### config.mk
export PLATFORM = sky130hd
export DESIGN_NAME = usb_pd_char_arbiter
export DESIGN_NICKNAME = d
export VERILOG_FILES = /design/src/rtl/usb_pd_pkg.sv /design/src/rtl/usb_pd_char_fifo.sv /design/src/rtl/usb_pd_char_arbiter.sv
export SDC_FILE = /design/constraint.sdc
export NUM_CORES = 1
export LEC_CHECK = 0
export CAP_MARGIN = 25
export CORE_MARGIN = 2
export CORE_UTILIZATION = 40
export DETAILED_ROUTE_END_ITERATION = 16
export PLACE_DENSITY = 0.56
export SETUP_SLACK_MARGIN = 0.5
export SYNTH_ARGS = -nofsm -noshare
export SYNTH_HDL_FRONTEND = slang
export SYNTH_HIERARCHICAL = 1
export SYNTH_SLANG_ARGS = --single-unit
### constraint.sdc
create_clock -name clk -period 4.4 [get_ports clk]
set_input_delay 0.88 -clock clk [delete_from_list [all_inputs] [get_ports clk]]
set_output_delay 0.88 -clock clk [all_outputs]
set_load 0.1 [all_outputs]
### src/rtl/usb_pd_pkg.sv
// Shared types and constants for the USB-PD character arbiter.
// Holds the arbiter FSM state encoding, the character width, the
// end-of-packet marker and the per-channel tag characters.
package usb_pd_pkg;

  localparam int unsigned CHAR_W = 8;

  typedef enum logic [1:0] {
    ST_IDLE = 2'd0,
    ST_TAG  = 2'd1,
    ST_DATA = 2'd2
  } state_e;

  localparam logic [CHAR_W-1:0] ASCII_EOP = 8'h0D;
  localparam logic [CHAR_W-1:0] TAG_CH0   = 8'h61;
  localparam logic [CHAR_W-1:0] TAG_CH1   = 8'h62;

endpackage

### src/rtl/usb_pd_char_fifo.sv
// First-word-fall-through character FIFO, one per decoder channel.
// Ports:
//   clk, rst_n : clock, asynchronous active-low reset (empties the FIFO)
//   push, din  : write strobe and character; ignored when full unless popping
//   pop        : remove the head; ignored when empty
//   dout       : current head character (valid while !empty)
//   empty/full : occupancy flags
module usb_pd_char_fifo
  import usb_pd_pkg::*;
#(
  parameter int unsigned DEPTH = 16
) (
  input  logic              clk,
  input  logic              rst_n,
  input  logic              push,
  input  logic [CHAR_W-1:0] din,
  input  logic              pop,
  output logic [CHAR_W-1:0] dout,
  output logic              empty,
  output logic              full
);

  localparam int unsigned AW = $clog2(DEPTH);

  logic [CHAR_W-1:0] r_mem [DEPTH];
  logic [AW:0]       r_wr_ptr;
  logic [AW:0]       r_rd_ptr;
  logic              w_do_push;
  logic              w_do_pop;

  // Extra MSB on the pointers separates full from empty.
  assign empty = (r_wr_ptr == r_rd_ptr);
  assign full  = (r_wr_ptr[AW] != r_rd_ptr[AW]) &&
                 (r_wr_ptr[AW-1:0] == r_rd_ptr[AW-1:0]);

  // A pop frees the slot in the same cycle, so a full FIFO still accepts a push.
  assign w_do_pop  = pop && !empty;
  assign w_do_push = push && (!full || w_do_pop);

  assign dout = r_mem[r_rd_ptr[AW-1:0]];

  // Pointer registers
  always_ff @(posedge clk or negedge rst_n) begin
    if (!rst_n) begin
      r_wr_ptr <= '0;
      r_rd_ptr <= '0;
    end else begin
      if (w_do_push) r_wr_ptr <= r_wr_ptr + (AW+1)'(1);
      if (w_do_pop)  r_rd_ptr <= r_rd_ptr + (AW+1)'(1);
    end
  end

  // Storage needs no reset; the pointers define what is valid.
  always_ff @(posedge clk) begin
    if (w_do_push) r_mem[r_wr_ptr[AW-1:0]] <= din;
  end

endmodule

### src/rtl/usb_pd_char_arbiter.sv
// Merges the character streams of two USB-PD decoder channels (CC1/CC2)
// onto one UART. Each channel is buffered in its own FIFO; a granted
// channel is announced by a tag character ('a' or 'b') and then forwarded
// until an EOP character or until it stays empty for IDLE_CYCLES cycles.
// Ports:
//   clk, rst_n            : clock, asynchronous active-low reset
//   ch0_char/ch0_ready    : channel 0 character and valid strobe
//   ch1_char/ch1_ready    : channel 1 character and valid strobe
//   tx_data/tx_valid      : character stream to the UART
//   tx_ready              : UART accepts tx_data
//   ovf_clear             : clears the sticky overflow flags
//   ovf                   : sticky per-channel overflow flags
//   grant                 : one-hot owning channel, 00 when idle
module usb_pd_char_arbiter
  import usb_pd_pkg::*;
#(
  parameter int unsigned FIFO_DEPTH  = 16,
  parameter int unsigned IDLE_CYCLES = 2700
) (
  input  logic              clk,
  input  logic              rst_n,
  input  logic [CHAR_W-1:0] ch0_char,
  input  logic              ch0_ready,
  input  logic [CHAR_W-1:0] ch1_char,
  input  logic              ch1_ready,
  output logic [CHAR_W-1:0] tx_data,
  output logic              tx_valid,
  input  logic              tx_ready,
  input  logic              ovf_clear,
  output logic [1:0]        ovf,
  output logic [1:0]        grant
);

  localparam int unsigned       CW       = $clog2(IDLE_CYCLES + 1);
  localparam logic [CW-1:0]     IDLE_MAX = CW'(IDLE_CYCLES);

  state_e            r_state;
  state_e            w_state_nxt;
  logic              r_ch;
  logic              w_ch_nxt;
  logic              r_last;
  logic              w_last_nxt;
  logic [CW-1:0]     r_idle_cnt;
  logic [CW-1:0]     w_idle_cnt_nxt;
  logic [1:0]        r_grant;
  logic [1:0]        w_grant_nxt;
  logic [1:0]        r_ovf;

  logic [1:0]        w_push;
  logic [1:0]        w_pop;
  logic [1:0]        w_empty;
  logic [1:0]        w_full;
  logic [1:0]        w_ovf_evt;
  logic [CHAR_W-1:0] w_dout [2];
  logic [CHAR_W-1:0] w_head;
  logic              w_gnt_empty;

  assign w_push = {ch1_ready, ch0_ready};

  usb_pd_char_fifo #(.DEPTH(FIFO_DEPTH)) u_fifo_ch0 (
    .clk   (clk),
    .rst_n (rst_n),
    .push  (w_push[0]),
    .din   (ch0_char),
    .pop   (w_pop[0]),
    .dout  (w_dout[0]),
    .empty (w_empty[0]),
    .full  (w_full[0])
  );

  usb_pd_char_fifo #(.DEPTH(FIFO_DEPTH)) u_fifo_ch1 (
    .clk   (clk),
    .rst_n (rst_n),
    .push  (w_push[1]),
    .din   (ch1_char),
    .pop   (w_pop[1]),
    .dout  (w_dout[1]),
    .empty (w_empty[1]),
    .full  (w_full[1])
  );

  assign w_head      = w_dout[r_ch];
  assign w_gnt_empty = w_empty[r_ch];

  // A strobe into a full FIFO is lost unless that FIFO pops in the same cycle.
  assign w_ovf_evt = w_push & w_full & ~w_pop;

  assign grant = r_grant;
  assign ovf   = r_ovf;

  // State and arbitration registers
  always_ff @(posedge clk or negedge rst_n) begin
    if (!rst_n) begin
      r_state    <= ST_IDLE;
      r_ch       <= 1'b0;
      r_last     <= 1'b1;
      r_idle_cnt <= '0;
      r_grant    <= 2'b00;
    end else begin
      r_state    <= w_state_nxt;
      r_ch       <= w_ch_nxt;
      r_last     <= w_last_nxt;
      r_idle_cnt <= w_idle_cnt_nxt;
      r_grant    <= w_grant_nxt;
    end
  end

  // Sticky overflow; a new overflow wins over a simultaneous clear.
  always_ff @(posedge clk or negedge rst_n) begin
    if (!rst_n) r_ovf <= 2'b00;
    else        r_ovf <= w_ovf_evt | (r_ovf & ~{2{ovf_clear}});
  end

  // Next-state, pop and UART output decode
  always_comb begin
    w_state_nxt    = r_state;
    w_ch_nxt       = r_ch;
    w_last_nxt     = r_last;
    w_idle_cnt_nxt = '0;
    w_pop          = 2'b00;
    tx_valid       = 1'b0;
    tx_data        = '0;

    case (r_state)
      ST_IDLE: begin
        if (!w_empty[0] && !w_empty[1]) begin
          w_ch_nxt    = ~r_last;
          w_state_nxt = ST_TAG;
        end else if (!w_empty[0]) begin
          w_ch_nxt    = 1'b0;
          w_state_nxt = ST_TAG;
        end else if (!w_empty[1]) begin
          w_ch_nxt    = 1'b1;
          w_state_nxt = ST_TAG;
        end
      end

      ST_TAG: begin
        tx_valid = 1'b1;
        tx_data  = r_ch ? TAG_CH1 : TAG_CH0;
        if (tx_ready) w_state_nxt = ST_DATA;
      end

      ST_DATA: begin
        tx_valid = !w_gnt_empty;
        if (!w_gnt_empty) tx_data = w_head;
        if (w_gnt_empty) begin
          // Saturating idle count; the grant is released on the cycle it reaches the limit.
          w_idle_cnt_nxt = (r_idle_cnt == IDLE_MAX) ? r_idle_cnt : r_idle_cnt + CW'(1);
          if (w_idle_cnt_nxt == IDLE_MAX) begin
            w_last_nxt  = r_ch;
            w_state_nxt = ST_IDLE;
          end
        end else if (tx_ready) begin
          w_pop[r_ch] = 1'b1;
          if (w_head == ASCII_EOP) begin
            w_last_nxt  = r_ch;
            w_state_nxt = ST_IDLE;
          end
        end
      end

      default: w_state_nxt = ST_IDLE;
    endcase

    w_grant_nxt = (w_state_nxt == ST_IDLE) ? 2'b00 : (w_ch_nxt ? 2'b10 : 2'b01);
  end

endmodule
==> impl_metrics.env, run 1 <==
export IMPL_finalSetupViolations=0
export IMPL_coreArea_um2=31300
export IMPL_overflow=0
export IMPL_htreeDepth=1
export IMPL_die_width_um=182
export IMPL_vias=6608
export IMPL_synthFlopType="edfxtp_1"
export IMPL_dieArea_um2=33000
export IMPL_timing_hold_ws_ns=0.121
export IMPL_num_rows=65
export IMPL_worst_setup_path_type="reg2out"
export IMPL_cts_hold_buf=0
export IMPL_cp_required_ns=3.52
export IMPL_hpwl_mm=17.3
export IMPL_place_area_um2=13400
export IMPL_cts_inserted_buffers=31
export IMPL_critPathArrivalTime_ns=2.90
export IMPL_critPathBufInv=2
export IMPL_grtUsageTotal=0.164
export IMPL_die_h_um=182
export IMPL_finalClockSkew_ns=0.0123
export IMPL_vdd_drop_max_v=0.000345
export IMPL_cts_buffer_depth=3
export IMPL_cts_sinks=296
export IMPL_timing_fmax_mhz=265
export IMPL_crit_chain="buf_16 -> mux4_2 -> a22oi_1 -> nand2_1 -> nand2b_1 -> o21ai_0 -> buf_12"
export IMPL_crit_slowest_cell="mux4_2"
export IMPL_antenna_cells=0
export IMPL_yosys_top_cells_area="edfxtp_1 (61%), mux4_2 (11%), dfrtp_1 (7.7%)"
export IMPL_critPathLaunchType="flip-flop"
export IMPL_r2r_slack_ns=1.30
export IMPL_grt_pass1_wl_mm=41.2
export IMPL_place_congestion=0.800
export IMPL_slew_headroom=0.308
export IMPL_hold_viol=0
export IMPL_io_pins=35
export IMPL_clkLatencyLatePin_ns=0.55
export IMPL_syn_cell_area_um2=12600
export IMPL_p_leak_nw=4.93
export IMPL_rsz0062_at_grt="no"
export IMPL_finalCritPeriodShare=0.858
export IMPL_dr_pass1_iters=6
export IMPL_synth_edf_count=256
export IMPL_finalPower_w=0.00910
export IMPL_drc=0
export IMPL_worstMarginPinSlew_ns=1.03
export IMPL_clockRootBuffer="clkbuf_16"
export IMPL_cellPowerDensity_nw_per_um2=623
export IMPL_tns_ns=0
export IMPL_syn_instance_count=728
export IMPL_async_reset_ff_frac=0.135
export IMPL_synth_seq_cells=296
export IMPL_port_buffers=34
export IMPL_yosysUniqueCellTypes=58
export IMPL_nets=813
export IMPL_start_util=0.404
export IMPL_synth_fp_nets=766
export IMPL_tritoncts="yes"
export IMPL_path_delay_family="compound AO/OA/AOI/OAI gates"
export IMPL_area_growth_pct=15.6
export IMPL_path_max_fanout=18
export IMPL_routed_wl_mm=27.1
export IMPL_drive_above_1_share=0.204
export IMPL_avgSynthCellArea_um2=17.4
export IMPL_synth_top_area_share=0.608
export IMPL_yosys_area_top_type="edfxtp_1"
export IMPL_synth_seq_area_share=0.688
export IMPL_post_route_min_period_ns=3.78
export IMPL_path_clk_slew_ns=0.06
export IMPL_grt_max_degree=41
export IMPL_via_per_inst=5.51
export IMPL_ant_nets=0
export IMPL_drv_cap=0
export IMPL_maxSlewViolCount=0
export IMPL_hold_class="in2async"
export IMPL_slowest_delay_ns=0.51
export IMPL_grt_pass1_vias=6895
export IMPL_end_kind="primary output"
export IMPL_route_detailed_wl_per_inst_um=22.6
export IMPL_antenna_found_initial=0
export IMPL_dr_first_iter_drc_count=540
export IMPL_final_area_um2=14600
export IMPL_yosysWarnings=6
export IMPL_status="finished, final reports clean"
==> metrics by stage <==
| step | std cells | setup WS, ns | utilization |
|---|---|---|---|
| floorplan | 728 | -0.170 | - |
| global placement | 1140 | 0.907 | 0.429 |
| detailed placement | 1140 | 0.854 | 0.429 |
| CTS | 1197 | 0.543 | 0.463 |
| global route | 1200 | 0.522 | 0.466 |
| finish | 1200 | 0.624 | 0.466 |
==> cells by family after synthesis <==
group | share of synthesized area
AO/OA/AOI/OAI | 0.0479
XOR/XNOR | 0.0273
adder cells (fa/ha/maj) | 0.0158
buffers and inverters | 0.0256
flip-flops | 0.688
multiplexers | 0.121
AND/OR/NAND/NOR | 0.0742
==> metal layers <==
metal | wire [µm] | global-route usage | vias to the layer above
met5 | 0 | 0 | -
met4 | 406 | 0.0338 | 0
met3 | 1050 | 0.0223 | 35
met2 | 14100 | 0.291 | 125
met1 | 11600 | 0.217 | 3476
li1 | - | - | 2972
==> path summary, 6_finish.rpt <==
kind | from | endpoint | cells past startpoint
worst max-delay path | u_fifo_ch0/r_rd_ptr[0] | tx_data[1] | 7
worst min-delay path | rst_n | r_idle_cnt[10] | 1
worst max register to register | u_fifo_ch1/r_wr_ptr[2] | r_last | 10
worst min register to register | u_fifo_ch1/r_rd_ptr[4] | u_fifo_ch1/r_rd_ptr[4] | 1
max in group asynchronous | rst_n | r_last | 2
min in group clk | u_fifo_ch1/r_rd_ptr[4] | u_fifo_ch1/r_rd_ptr[4] | 1
==> cell usage after synthesis (2+ instances only) <==
library cell	instances
edfxtp_1	256
mux4_2	64
nand2_1	41
dfrtp_1	39
a22oi_1	33
and3_1	30
nor2_1	30
xnor2_1	28
inv_1	23
ha_1	16
clkbuf_1	13
nor2b_1	13
buf_6	11
o21ai_0	10
nand4_1	9
nand3_1	8
nor3_1	8
a21oi_1	7
mux2i_1	6
and2_1	4
buf_1	4
buf_2	4
buf_4	4
nand2b_1	4
nor3b_1	4
xnor2_2	4
xor2_1	4
and4b_1	3
mux2_1	3
nor4bb_1	3
o21a_1	3
o22ai_1	3
a211o_1	2
a31o_1	2
a32o_1	2
nand4_2	2
nand4b_1	2
nor4_1	2
o21ai_1	2
o311ai_4	2
o31a_4	2
or2_4	2
==> report_power, final <==
| group | internal, W | leakage (nW) | switching, W | total (W) |
|---|---|---|---|---|
| sequential | 0.00340 | 2.83 | 0.000228 | 0.00362 |
| clock | 0.00159 | 0.491 | 0.00105 | 0.00263 |
| combinational | 0.00119 | 1.61 | 0.00165 | 0.00284 |
==> area by class of cell <==
type / count / area, µm²
Fill cell: 2591 / 16700
Sequential cell: 296 / 8700
Multi-Input combinational cell: 373 / 3670
Clock buffer: 37 / 798
Timing Repair Buffer: 50 / 612
Tap cell: 402 / 503
Clock inverter: 19 / 234
Inverter: 23 / 90.1
==> state kept, by name, summed over array words and instances, names as in the netlist <==
name,count
r_last,1
grant,2
u_fifo_ch0/r_mem,128
u_fifo_ch1/r_wr_ptr,5
u_fifo_ch1/r_mem,128
r_state,2
ovf,2
r_idle_cnt,12
u_fifo_ch0/r_wr_ptr,5
u_fifo_ch1/r_rd_ptr,5
r_ch,1
u_fifo_ch0/r_rd_ptr,5
==> layout by cell type, fill, tap and decap left out, types with 5 or more instances in the layout <==
cell type and n:
bufinv_16 5, a22oi_1 32, nor3_1 8, nor2_1 30, nand4_1 9, mux4_2 64, xnor2_1 26, clkbuf_16 32
xnor2_2 6, a21oi_1 7, dfrtp_1 36, nor2b_1 11, nand3_1 7, edfxtp_1 256, inv_1 22, ha_1 16
buf_12 11, buf_4 11, and3_1 30, clkinv_1 5, clkdlybuf4s50_1 24, mux2i_1 5, nand2_1 41, clkbuf_1 6
clkinvlp_4 5, o21ai_0 9
==> what timing repair did <==
item,CTS,global route
buffers inserted,1,1
cloned,0,1
setup endpoints to repair,8,5
gates resized for setup,4,11
No activity file was read; power rests on OpenSTA's default activity.
==> run 2, diff against run 1 <==
--- a/config.mk
+++ b/config.mk
@@ -6,10 +6,9 @@
 export NUM_CORES = 1
 export LEC_CHECK = 0
 export CAP_MARGIN = 25
-export CORE_MARGIN = 2
-export CORE_UTILIZATION = 40
+export CORE_UTILIZATION = 55
 export DETAILED_ROUTE_END_ITERATION = 16
-export PLACE_DENSITY = 0.56
+export PLACE_DENSITY = 0.72
 export SETUP_SLACK_MARGIN = 0.5
 export SYNTH_ARGS = -nofsm -noshare
 export SYNTH_HDL_FRONTEND = slang
==> constraint.sdc (replaced) <==
create_clock -name clk -period 3.9 [get_ports clk]
set_input_delay 0.78 -clock clk [delete_from_list [all_inputs] [get_ports clk]]
set_output_delay 0.78 -clock clk [all_outputs]
set_load 0.1 [all_outputs]
==> run 2 against run 1 <==
Worst setup slack worse by 0.17 ns; sequential cell count stayed put; final area is 2.7% higher; sequential share of layout area is 1.5 points lower; largest power group unchanged; clock power is 6% higher; combinational power is 35% higher; clock-buffer cell count is 3 higher; sequential power is 12% higher; core utilization is 20 points higher; register-to-register slack worse by 0.39 ns; routed wire length is 2.3% lower.
==> impl_metrics.env, run 2 (synthesis results as in run 1) <==
export IMPL_status="finished, final reports clean"
export IMPL_port_buffers=34
export IMPL_final_cell_mix="edfxtp_1 (256), mux4_2 (64), nand2_1 (34)"
export IMPL_vias=6827
export IMPL_grtUsageTotal=0.231
export IMPL_io_pins=35
export IMPL_clockRootBuffer="clkbuf_16"
export IMPL_critPathArrivalTime_ns=2.67
export IMPL_drive_above_1_share=0.294
export IMPL_worst_setup_path_type="reg2out"
export IMPL_route_detailed_wl_per_inst_um=23.7
export IMPL_finalCritPeriodShare=0.884
export IMPL_critPathLaunchType="flip-flop"
export IMPL_htreeDepth=1
export IMPL_via_per_inst=6.12
export IMPL_drv_cap=0
export IMPL_grt_max_degree=41
export IMPL_antenna_found_initial=0
export IMPL_die_width_um=154
export IMPL_routed_wl_mm=26.5
export IMPL_hold_viol=0
export IMPL_path_clk_slew_ns=0.06
export IMPL_met2_usage=0.407
export IMPL_place_congestion=0.826
export IMPL_overflow=0
export IMPL_met3_usage=0.0349
export IMPL_cellPowerDensity_nw_per_um2=715
export IMPL_finalClockSkew_ns=0.0106
export IMPL_finalSetupViolations=0
export IMPL_grt_pass1_wl_mm=40.8
export IMPL_fill_cells=1461
export IMPL_dr_first_iter_drc_count=517
export IMPL_grt_met1_usage=0.303
export IMPL_hold_class="in2async"
export IMPL_num_rows=55
export IMPL_start_util=0.560
export IMPL_cts_buffer_depth=3
export IMPL_tns_ns=0
export IMPL_post_route_min_period_ns=3.45
export IMPL_timing_fmax_mhz=290
export IMPL_coreArea_um2=22600
export IMPL_place_ws_ns=0.632
export IMPL_setup_slack_ns=0.454
export IMPL_cts_hold_buf=0
export IMPL_worstMarginPinSlew_ns=0.999
export IMPL_maxSlewViolCount=0
export IMPL_cts_inserted_buffers=30
export IMPL_dieArea_um2=23600
export IMPL_die_h_um=154
export IMPL_tritoncts="yes"
export IMPL_slew_headroom=0.332
export IMPL_final_common_cell="edfxtp_1"
export IMPL_place_area_um2=13300
export IMPL_cts_sinks=296
export IMPL_dp_cells=1026
export IMPL_grt_pass1_vias=7045
export IMPL_cp_required_ns=3.12
export IMPL_antenna_cells=0
export IMPL_end_kind="primary output"
export IMPL_dr_pass1_iters=5
export IMPL_hpwl_mm=16.0
export IMPL_grt_busiest_layer="met2"
export IMPL_area_growth_pct=18.7
export IMPL_instances_no_fill=1116
export IMPL_final_area_um2=15000
export IMPL_path_max_fanout=7
export IMPL_p_leak_nw=5.12
export IMPL_rsz0062_at_grt="yes"
export IMPL_drc=0
export IMPL_clkLatencyLatePin_ns=0.55
export IMPL_ant_nets=0
export IMPL_nets=845
export IMPL_vdd_drop_max_v=0.000473
## run 2: cell count changes in the layout (fill, tap and decap cells not counted), moves of 6 or more
cell and delta:
buf_4 +21, nand2_1 -7, nand2_2 +7, a22oi_1 -21
dfrtp_2 +6, a22oi_2 +21
## run 2: through the flow
step,total power (W),hold slack (ns),utilization
floorplan,0.00637,0.462,-
global placement,0.00714,0.478,0.590
detailed placement,0.00723,0.485,0.590
CTS,0.0106,0.394,0.657
global route,0.0111,0.121,0.665
finish,0.0107,0.109,0.665
## run 2: routing by layer
layer	vias up	wire length (µm)
met5	-	0
met4	0	573
met3	38	1590
met2	217	13800
met1	3531	10500
li1	3041	-
## run 2: path summary, 6_finish.rpt
check | depth (start not counted) | end | slack, ns | start
worst max-delay path | 8 | tx_data[4] | 0.45 | u_fifo_ch1/r_rd_ptr[0]
worst min-delay path | 1 | r_idle_cnt[3] | 0.11 | rst_n
min in group clk | 1 | u_fifo_ch1/r_wr_ptr[4] | 0.53 | u_fifo_ch1/r_wr_ptr[4]
worst min register to register | 1 | u_fifo_ch1/r_wr_ptr[4] | 0.53 | u_fifo_ch1/r_wr_ptr[4]
max in group asynchronous | 2 | r_last | 3.27 | rst_n
worst max register to register | 9 | u_fifo_ch0/r_mem[7][6] | 0.91 | u_fifo_ch0/r_rd_ptr[3]
## run 2: repair_timing
item / CTS / global route
pin swaps: 14 / 11
buffers inserted: 16 / 11
setup endpoints to repair: 9 / 8
gates resized for setup: 57 / 17
cloned: 6 / 0
## run 2: power by group
group	internal (W)	switching, W	total, W
Clock	0.00164	0.00116	0.00280
Combinational	0.00175	0.00209	0.00384
Sequential	0.00383	0.000240	0.00407
Total	0.00723	0.00349	0.0107
## run 2: cell type report
type                    instances  area [µm²]  area share
multi-input cells             373        3850       0.256
clock inverters                16         109     0.00726
flip-flops and latches        296        8700       0.580
well taps                     285         357      0.0238
clock buffers                  40         881      0.0587
inverters                      23        93.8     0.00626
repair buffers                 83        1020      0.0677
## run 2: worst max-delay path, cell delays in order (launching register included)
cell and delay (ns):
dfrtp_2 0.49, buf_12 0.16, buf_16 0.14, mux4_2 0.51, a22oi_2 0.19, nand2_1 0.14, mux2i_1 0.21, nor2_1 0.10
buf_12 0.17
==> run 3, diff against run 2 <==
--- a/config.mk
+++ b/config.mk
@@ -5,6 +5,7 @@
 export SDC_FILE = /design/constraint.sdc
 export NUM_CORES = 1
 export LEC_CHECK = 0
+export ABC_AREA = 1
 export CAP_MARGIN = 25
 export CORE_UTILIZATION = 55
 export DETAILED_ROUTE_END_ITERATION = 16
==> run 3 against run 2 <==
Routed wire length up 17%; worst setup slack better by 0.030 ns; combinational power up 5.7%; synthesized area grew 4.1%; clock power about the same; sequential power down 2%; synthesized cell count up 71%; via count grew 36%; critical path depth rose by 4; total power grew 1.4%; worst hold slack worse by 0.093 ns; die area up 4.0%; critical endpoint is now tx_data[5].
==> impl_metrics.env, run 3 <==
export IMPL_yosysWarnings=6
export IMPL_die_width_um=157
export IMPL_synthFlopType="edfxtp_1"
export IMPL_place_congestion=0.944
export IMPL_synth_seq_area_share=0.661
export IMPL_p_leak_nw=5.78
export IMPL_cellPowerDensity_nw_per_um2=698
export IMPL_avgSynthCellArea_um2=10.6
export IMPL_cts_buffer_depth=3
export IMPL_r2r_cells=15
export IMPL_cp_required_ns=3.12
export IMPL_synth_top_area_share=0.585
export IMPL_antenna_cells=0
export IMPL_dieArea_um2=24500
export IMPL_syn_cell_area_um2=13200
export IMPL_drive_above_1_share=0.142
export IMPL_hold_viol=0
export IMPL_hold_class="in2async"
export IMPL_route_detailed_wl_per_inst_um=18.7
export IMPL_grt_pass1_wl_mm=46.4
export IMPL_ant_nets=0
export IMPL_timing_fmax_mhz=293
export IMPL_die_h_um=157
export IMPL_routed_wl_mm=31.1
export IMPL_finalCritPeriodShare=0.876
export IMPL_synth_seq_cells=296
export IMPL_critPathArrivalTime_ns=2.64
export IMPL_dr_pass1_iters=5
export IMPL_finalSetupViolations=0
export IMPL_tns_ns=0
export IMPL_dr_first_iter_drc_count=871
export IMPL_yosysMostFrequentCell="edfxtp_1"
export IMPL_worst_setup_path_type="reg2out"
export IMPL_port_buffers=34
export IMPL_r2r_slack_ns=0.63
export IMPL_grt_max_degree=51
export IMPL_drv_cap=0
export IMPL_yosysUniqueCellTypes=36
export IMPL_grt_pass1_vias=8948
export IMPL_nets=1358
export IMPL_fill_cells=1752
export IMPL_num_rows=56
export IMPL_tritoncts="yes"
export IMPL_rsz0062_at_grt="yes"
export IMPL_final_common_cell="edfxtp_1"
export IMPL_cts_inserted_buffers=30
export IMPL_dp_cells=1587
export IMPL_cts_sinks=296
export IMPL_yosys_top_cells_area="edfxtp_1 (58%), dfrtp_1 (7.4%), nor2_1 (6.9%)"
export IMPL_clkLatencyLatePin_ns=0.56
export IMPL_vdd_drop_max_v=0.000471
export IMPL_grtUsageTotal=0.248
export IMPL_synth_fp_nets=1281
export IMPL_clockRootBuffer="clkbuf_16"
export IMPL_slew_headroom=0.321
export IMPL_area_growth_pct=18.4
export IMPL_via_per_inst=5.60
export IMPL_critPathLaunchType="flip-flop"
export IMPL_hpwl_mm=18.7
export IMPL_worstMarginPinSlew_ns=1.02
export IMPL_yosys_area_top_type="edfxtp_1"
export IMPL_path_clk_slew_ns=0.06
export IMPL_vias=9298
export IMPL_maxSlewViolCount=0
export IMPL_syn_instance_count=1243
export IMPL_cts_hold_buf=0
export IMPL_synth_edf_count=256
export IMPL_status="finished, final reports clean"
export IMPL_drc=0
export IMPL_async_reset_ff_frac=0.135
export IMPL_final_cell_mix="edfxtp_1 (256), nor2_1 (238), nand2_1 (233)"
export IMPL_path_max_fanout=8
export IMPL_start_util=0.560
export IMPL_coreArea_um2=23500
export IMPL_io_pins=35
export IMPL_finalClockSkew_ns=0.0168
export IMPL_post_route_min_period_ns=3.42
export IMPL_end_kind="primary output"
export IMPL_antenna_found_initial=0
export IMPL_htreeDepth=1
export IMPL_overflow=0
export IMPL_instances_no_fill=1660
export IMPL_synthTopCellsByCount="edfxtp_1 (256), nor2_1 (242), nand2_1 (238)"
-- run 3: timing repair --
| action | in CTS | in global routing |
|---|---|---|
| pin swaps | 4 | 20 |
| setup buffers | 4 | 7 |
| gates cloned | 0 | 8 |
| setup endpoints to repair | 16 | 84 |
| endpoints found under the hold margin | 0 | 0 |
| resized for setup | 32 | 55 |
-- run 3: per-stage QoR --
step | hold WS, ns | power (W) | utilization | cell area [µm²] | setup WS, ns
after CTS | 0.390 | 0.0104 | 0.646 | 15200 | 0.497
after detailed placement | 0.520 | 0.00742 | 0.599 | 14100 | 0.577
after global routing | 0.00189 | 0.0114 | 0.664 | 15600 | 0.413
final | 0.0167 | 0.0109 | 0.664 | 15600 | 0.484
after floorplan | 0.484 | 0.00638 | - | 13200 | 0.219
after global placement | 0.509 | 0.00739 | 0.599 | 14100 | 0.716
-- run 3: per-layer routing --
layer  vias up  GRT usage  routed length (µm)
met5         -          0                   0
met4         0     0.0831                 928
met3        74     0.0341                1700
met2       331      0.439               15700
met1      4479      0.314               12800
li1       4414          -                   -
-- run 3: kinds of logic after synthesis --
group | synth area share
compound gates | 0.0950
xor+xnor | 0.0113
fa+ha+maj | 0.0152
buf+inv | 0.0426
flops | 0.661
simple gates | 0.175
-- run 3: layout make-up --
type / instances / area, µm² / share of cell area
clock buffer: 35 / 791 / 0.0508
multi-input combinational: 817 / 4020 / 0.258
clock inverter: 18 / 175 / 0.0112
timing repair buffer: 98 / 1180 / 0.0755
tap: 319 / 399 / 0.0256
inverter: 77 / 319 / 0.0205
sequential: 296 / 8700 / 0.558
-- run 3: report_power, final --
part	internal (W)	switching, W	leakage (nW)	total, W
clock network	0.00164	0.00117	0.457	0.00281
logic	0.00143	0.00263	2.49	0.00406
registers	0.00377	0.000223	2.84	0.00400
-- run 3: worst paths after layout --
| check | startpoint | to |
|---|---|---|
| max in group asynchronous | rst_n | r_last |
| min reg2reg | r_last | r_last |
| max | u_fifo_ch1/r_rd_ptr[0] | tx_data[5] |
| max reg2reg | u_fifo_ch0/r_rd_ptr[1] | u_fifo_ch0/r_mem[5][2] |
| min in group clk | r_last | r_last |
| min | rst_n | r_idle_cnt[6] |
-- run 3: worst max-delay path, stage by stage, from the launching register on --
cell and delay (ns):
dfrtp_4 0.57, clkinv_8 0.12, buf_12 0.11, clkbuf_16 0.14, nor2_2 0.03, o211ai_1 0.25, nand3_1 0.14, nand2_2 0.10
inv_1 0.04, nand2_1 0.06, o21ai_2 0.09, o21ai_2 0.21, buf_12 0.20
